### src/rtl/pid_hit_arbiter.sv
// pid_hit_arbiter
// Collects Electron/Muon/Pion flags from NCH fine-time channels. Each channel
// keeps one pending record: merged flags, first-hit timestamp and hit count.
// A round-robin arbiter moves at most one record per clock into a
// first-word-fall-through FIFO that drains through a valid/ready port.
//
// Handshake: a word transfers on any clk edge where out_valid && out_ready.
// out_valid only depends on FIFO occupancy, never on out_ready. While
// out_valid is high and out_ready is low, out_data holds the same head word.
//
// Word layout: [31]=E [30]=M [29]=P [28:24]=channel [23:16]=count [15:0]=ts.
module pid_hit_arbiter #(
  parameter int NCH        = 8,
  parameter int FIFO_DEPTH = 16,
  parameter int TS_W       = 16
) (
  input  logic                          clk,
  input  logic                          rst,
  input  logic                          enable,
  input  logic [NCH-1:0]                chan_mask,
  input  logic [NCH-1:0]                hit_e,
  input  logic [NCH-1:0]                hit_m,
  input  logic [NCH-1:0]                hit_p,
  output logic                          out_valid,
  input  logic                          out_ready,
  output logic [31:0]                   out_data,
  output logic [$clog2(FIFO_DEPTH):0]   fifo_count
);

  localparam int PW = $clog2(NCH);
  localparam int AW = $clog2(FIFO_DEPTH);

  // Timestamp counter and per-channel pending records
  logic [TS_W-1:0] r_ts_ctr;
  logic [NCH-1:0]  r_pend;
  logic [2:0]      r_flags [NCH];
  logic [TS_W-1:0] r_ts    [NCH];
  logic [7:0]      r_cnt   [NCH];
  logic [PW-1:0]   r_ptr;

  // Event FIFO
  logic [31:0]     r_mem [FIFO_DEPTH];
  logic [AW-1:0]   r_wr_ptr;
  logic [AW-1:0]   r_rd_ptr;
  logic [AW:0]     r_count;

  logic [NCH-1:0]  w_new;
  logic [NCH-1:0]  w_gnt_oh;
  logic            w_full;
  logic            w_rd;
  logic            w_hi_vld;
  logic            w_lo_vld;
  logic [PW-1:0]   w_hi_idx;
  logic [PW-1:0]   w_lo_idx;
  logic            w_gnt_vld;
  logic [PW-1:0]   w_gnt_idx;
  logic [15:0]     w_ts16;
  logic [31:0]     w_gnt_word;

  assign w_new      = {NCH{enable}} & chan_mask & (hit_e | hit_m | hit_p);
  assign w_full     = (r_count == (AW+1)'(FIFO_DEPTH));
  assign out_valid  = (r_count != '0);
  assign w_rd       = out_valid & out_ready;
  assign out_data   = out_valid ? r_mem[r_rd_ptr] : 32'h0;
  assign fifo_count = r_count;

  // Round-robin pick: lowest pending index at or above ptr, else lowest pending overall
  always_comb begin
    w_hi_vld = 1'b0;
    w_hi_idx = '0;
    w_lo_vld = 1'b0;
    w_lo_idx = '0;
    for (int i = NCH - 1; i >= 0; i--) begin
      if (r_pend[i]) begin
        w_lo_vld = 1'b1;
        w_lo_idx = PW'(i);
        if (PW'(i) >= r_ptr) begin
          w_hi_vld = 1'b1;
          w_hi_idx = PW'(i);
        end
      end
    end
    w_gnt_vld = !w_full && (w_hi_vld || w_lo_vld);
    w_gnt_idx = w_hi_vld ? w_hi_idx : w_lo_idx;
    w_gnt_oh  = w_gnt_vld ? (NCH'(1) << w_gnt_idx) : '0;
  end

  // Format the granted channel's record into an event word
  always_comb begin
    w_ts16             = '0;
    w_ts16[TS_W-1:0]   = r_ts[w_gnt_idx];
    w_gnt_word         = {r_flags[w_gnt_idx], 5'(w_gnt_idx), r_cnt[w_gnt_idx], w_ts16};
  end

  // Free-running timestamp, wraps naturally at all-ones
  always_ff @(posedge clk or posedge rst) begin
    if (rst) r_ts_ctr <= '0;
    else     r_ts_ctr <= r_ts_ctr + 1'b1;
  end

  // Pending record update: load on first hit, merge while waiting, clear or reload on grant
  always_ff @(posedge clk or posedge rst) begin
    if (rst) begin
      r_pend <= '0;
      for (int i = 0; i < NCH; i++) begin
        r_flags[i] <= '0;
        r_ts[i]    <= '0;
        r_cnt[i]   <= '0;
      end
    end else begin
      for (int i = 0; i < NCH; i++) begin
        if (w_new[i]) begin
          if (!r_pend[i] || w_gnt_oh[i]) begin
            r_pend[i]  <= 1'b1;
            r_flags[i] <= {hit_e[i], hit_m[i], hit_p[i]};
            r_ts[i]    <= r_ts_ctr;
            r_cnt[i]   <= 8'd1;
          end else begin
            r_flags[i] <= r_flags[i] | {hit_e[i], hit_m[i], hit_p[i]};
            if (r_cnt[i] != 8'hFF) r_cnt[i] <= r_cnt[i] + 8'd1;
          end
        end else if (w_gnt_oh[i]) begin
          r_pend[i]  <= 1'b0;
          r_flags[i] <= '0;
          r_ts[i]    <= '0;
          r_cnt[i]   <= '0;
        end
      end
    end
  end

  // Round-robin pointer moves past the channel just granted
  always_ff @(posedge clk or posedge rst) begin
    if (rst) begin
      r_ptr <= '0;
    end else if (w_gnt_vld) begin
      r_ptr <= (w_gnt_idx == PW'(NCH - 1)) ? '0 : w_gnt_idx + 1'b1;
    end
  end

  // FIFO pointers and occupancy; a grant only happens when not full
  always_ff @(posedge clk or posedge rst) begin
    if (rst) begin
      r_wr_ptr <= '0;
      r_rd_ptr <= '0;
      r_count  <= '0;
    end else begin
      if (w_gnt_vld) r_wr_ptr <= r_wr_ptr + 1'b1;
      if (w_rd)      r_rd_ptr <= r_rd_ptr + 1'b1;
      case ({w_gnt_vld, w_rd})
        2'b10:   r_count <= r_count + 1'b1;
        2'b01:   r_count <= r_count - 1'b1;
        default: r_count <= r_count;
      endcase
    end
  end

  // FIFO storage; contents behind r_count are don't-care, so no reset needed
  always_ff @(posedge clk) begin
    if (w_gnt_vld) r_mem[r_wr_ptr] <= w_gnt_word;
  end

endmodule

### config.mk
export PLATFORM = sky130hd
export DESIGN_NAME = pid_hit_arbiter
export DESIGN_NICKNAME = d
export VERILOG_FILES = /design/src/rtl/pid_hit_arbiter.sv
export SDC_FILE = /design/constraint.sdc
export NUM_CORES = 1
export LEC_CHECK = 0
export ABC_AREA = 1
export CAP_MARGIN = 20
export CORE_ASPECT_RATIO = 0.9
export CORE_MARGIN = 8
export CORE_UTILIZATION = 50
export CTS_CLUSTER_SIZE = 10
export DETAILED_ROUTE_END_ITERATION = 10
export PLACE_DENSITY = 0.77
export SYNTH_ARGS = -nofsm -noshare
export SYNTH_HDL_FRONTEND = slang
export SYNTH_SLANG_ARGS = --single-unit
### constraint.sdc
create_clock -name clk -period 16 [get_ports clk]
set_clock_uncertainty 0.05 [all_clocks]
set_input_delay 3.2 -clock clk [delete_from_list [all_inputs] [get_ports clk]]
set_output_delay 3.2 -clock clk [all_outputs]
set_load 0.03 [all_outputs]
==> summary.txt <==
Clock tree
  – CTS Buf Count: 85
  – H-tree depth: 3
  – Cts hold-fix bufs: 0
  – Post-CTS Setup Inserts: 0
  – Clk slew on worst S/H paths: 60 ps
  – Clock Root Buffer: clkbuf_16
  – Resize count post-CTS: 0
  – Insertion delay to the later sink of the worst-skew pair: between 600 and 700 ps
  – CTS sink cnt: 736
  – CTS tree: yes
  – CTS Buffer Depth: 3

Global route
  – Initial antenna violation count: 0
  – Vias in the first global route: roughly 23k
  – Total gr overflow: 0
  – Largest net degree at the start of global routing: roughly 150
  – Global-route wire length before repair: about 130000 um
  – Gr usage total: 22.49%

Yosys
  – Synth Instances: between 3k and 4k
  – Post-synthesis async set-or-reset flop share: 34.78%
  – Main synth FF type: edfxtp_1
  – Area share of the largest cell type after synthesis: ~44%
  – Register area share after synthesis: 64.20%
  – Post-synth top cells: nand2_1 (493), edfxtp_1 (480), o21ai_0 (381), nor2_1 (334), nand3_1 (305)
  – Synth Area per Inst: 10.23 um^2
  – Syn Std Cell Area: 32430 um^2
  – Cell taking the most area after synthesis: edfxtp_1
  – Synth Warn #: 0
  – Post-synthesis sequential element count: between 700 and 800
  – Netlist cell types: 37
  – Synth area leaders: edfxtp_1 (44%), dfrtp_1 (20%), o21ai_0 (5.9%)
  – Post-synth EDFFs: between 400 and 500
  – Top-count cell post-synth: nand2_1

Placement
  – DP Wirelength: around 47000 um
  – Gpl congestion: approximately 0.84
  – Port Buffers: between 70 and 80

Critical path
  – Worst-path fanout max: ~150
  – Crit path max-delay family: buffers and inverters
  – RR Endpoint: r_ts[73]
  – CP arrival: about 4500 ps
  – CP bufs+invs: 3
  – Crit end category: primary output
  – CP Cell Sequence: inv_6 -> buf_4 -> o21ai_0 -> o221ai_1 -> nand3_1 -> a21oi_1 -> clkdlybuf4s50_1
  – Reg2reg start: r_ptr[0]
  – Worst stage delay on the critical path: 860 ps
  – Reg-to-reg slack, setup: between 10000 and 15000 ps
  – CP required: roughly 13000 ps
  – CP Launch Type: flip-flop
  – Setup CP Type: reg -> out
  – R2R cell count: 18
  – Critical Path Slowest Stage Cell: buf_4

STA
  – Fin. max-slew vios: 0
  – Slew headroom: a little under 30%
  – Final setup fails: 0
  – Setup TNS: 0 ps
  – Worst-Margin Slew: 1055 ps
  – Final period util: 48.15%
  – RSZ-0062 raised after global routing: no
  – Final Hold Fails: 0
  – Fmax: approximately 130 MHz
  – Min Tclk post-route: between 7000 and 8000 ps

Die
  – Core area: roughly 64000 um^2
  – Num rows: 88
  – Die width: approximately 280 um
  – Initial core utilization: roughly 50%
  – DIE HEIGHT: 257.6 um
  – Die ar.: about 73000 um^2
  – Io pins: 74

Job
  – Max Cap Viol: 0

Routing
  – First drt pass iteration count: 6
  – Drt via density: about 6
  – Vias post-DR: 24.25k
  – WL final: 84890 um
  – DRC: 0
  – DRT antenna net count: 0
  – Initial DRC Count: between 2k and 3k
  – Routed wire per std cell: 20.83 um

Min path
  – Worst Min Path Start: r_ts_ctr[15]
  – Worst Hold End: r_ts_ctr[15]
  – Hold path cells: 1
  – Worst hold-check path type: reg -> reg

Finish
  – Layout Area Growth over Synthesis: 12.19%
  – Ant diodes: 0
  – Nets@finish: 3246
  – Share of cells above drive strength 1: around 5.9%

Outcome
  – Status: finished clean
registers in the layout, summed over array words and instances, names as in the netlist:
signal      count
r_wr_ptr        4
r_pend          8
fifo_count      5
r_rd_ptr        4
r_cnt          64
r_flags        24
r_mem         480
r_ts_ctr       16
r_ts          128
r_ptr           3
worst max-delay path by stage:
stage / from / cells past startpoint / slack (ps) / endpoint
2_1_floorplan: rst / 1 / 5710 / fifo_count[0]
3_3_place_gp: r_rd_ptr[0] / 7 / 8760 / out_data[0]
3_5_place_dp: r_rd_ptr[0] / 7 / 8650 / out_data[0]
4_1_cts: r_rd_ptr[0] / 7 / 7970 / out_data[0]
5_1_grt: r_rd_ptr[0] / 7 / 8050 / out_data[15]
6_report: r_rd_ptr[0] / 7 / 8300 / out_data[15]
cell families (layout without fill, tap and decap cells):
logic type / Yosys count / count (layout) / synth area share (%)
AOI/OAI and AO/OA: 672 / 672 / 12.04
xor gates and xnor gates: 51 / 51 / 1.377
adders and majority gates: 23 / 23 / 0.8873
buffers and inverters: 496 / 546 / 6.149
DFF: 736 / 736 / 64.20
other: 1 / 2 / 0.01156
and+or+nand+nor: 1190 / 1190 / 15.34
cell type report:
cell class              instances  area (um^2)
clock inverters                 7        136.4
inverters                     313         1189
fillers                      5246        27800
well taps                     855         1070
repair buffers                113         1094
clock buffers                 113         2306
flip-flops and latches        736        20830
multi-input cells            1938         9764
layout by cell type (no fill, tap or decap), drive strengths merged, types with 4 or more instances in the layout:
cell type | synthesis | routed
nand3 | 306 | 306
clkdlybuf4s50 | 0 | 71
clkbuf | 122 | 113
ha | 23 | 23
nor4 | 4 | 4
a31oi | 9 | 9
clkinv | 11 | 11
nor2 | 336 | 336
o21ai | 390 | 390
nor3 | 26 | 26
a21oi | 46 | 46
edfxtp | 480 | 480
buf | 61 | 42
nand4 | 11 | 11
nor3b | 4 | 4
o22ai | 134 | 134
dfrtp | 256 | 256
o221ai | 86 | 86
o31ai | 6 | 6
xor2 | 48 | 48
nand2 | 499 | 499
inv | 302 | 307
metal layers:
layer  track usage (%)  routed length, um  up-vias
li1                  -                  -    11010
met1             30.93              34740    11740
met2             35.97              39110     1305
met3             4.004               8341      193
met4             8.043               2708        0
met5                 0                  0        -
per-stage QoR:
stage	hold WS, ps	instances	setup WS [ps]	instance area, um^2	util [%]
detailed placement	422.4	3951	8651	33860	52.74
CTS	432.2	4071	7972	36300	56.55
finish	429.5	4075	8296	36390	56.69
floorplan	391.6	3170	5708	32440	-
global route	453.3	4075	8047	36390	56.69
global placement	415.4	3950	8764	33840	52.72
worst register-to-register path, delay by kind of cell, from the launching register on:
kind,cells,cell delay [ps]
AND/OR/NAND/NOR,10,1790
AO/OA/AOI/OAI,2,320
adder cells (fa/ha/maj),2,500
flip-flops,1,400
buffers and inverters,4,1630
Power is left out: the tool's default activity adds up to more than one toggle a clock period on the data nets, which glitch-free logic cannot reach.
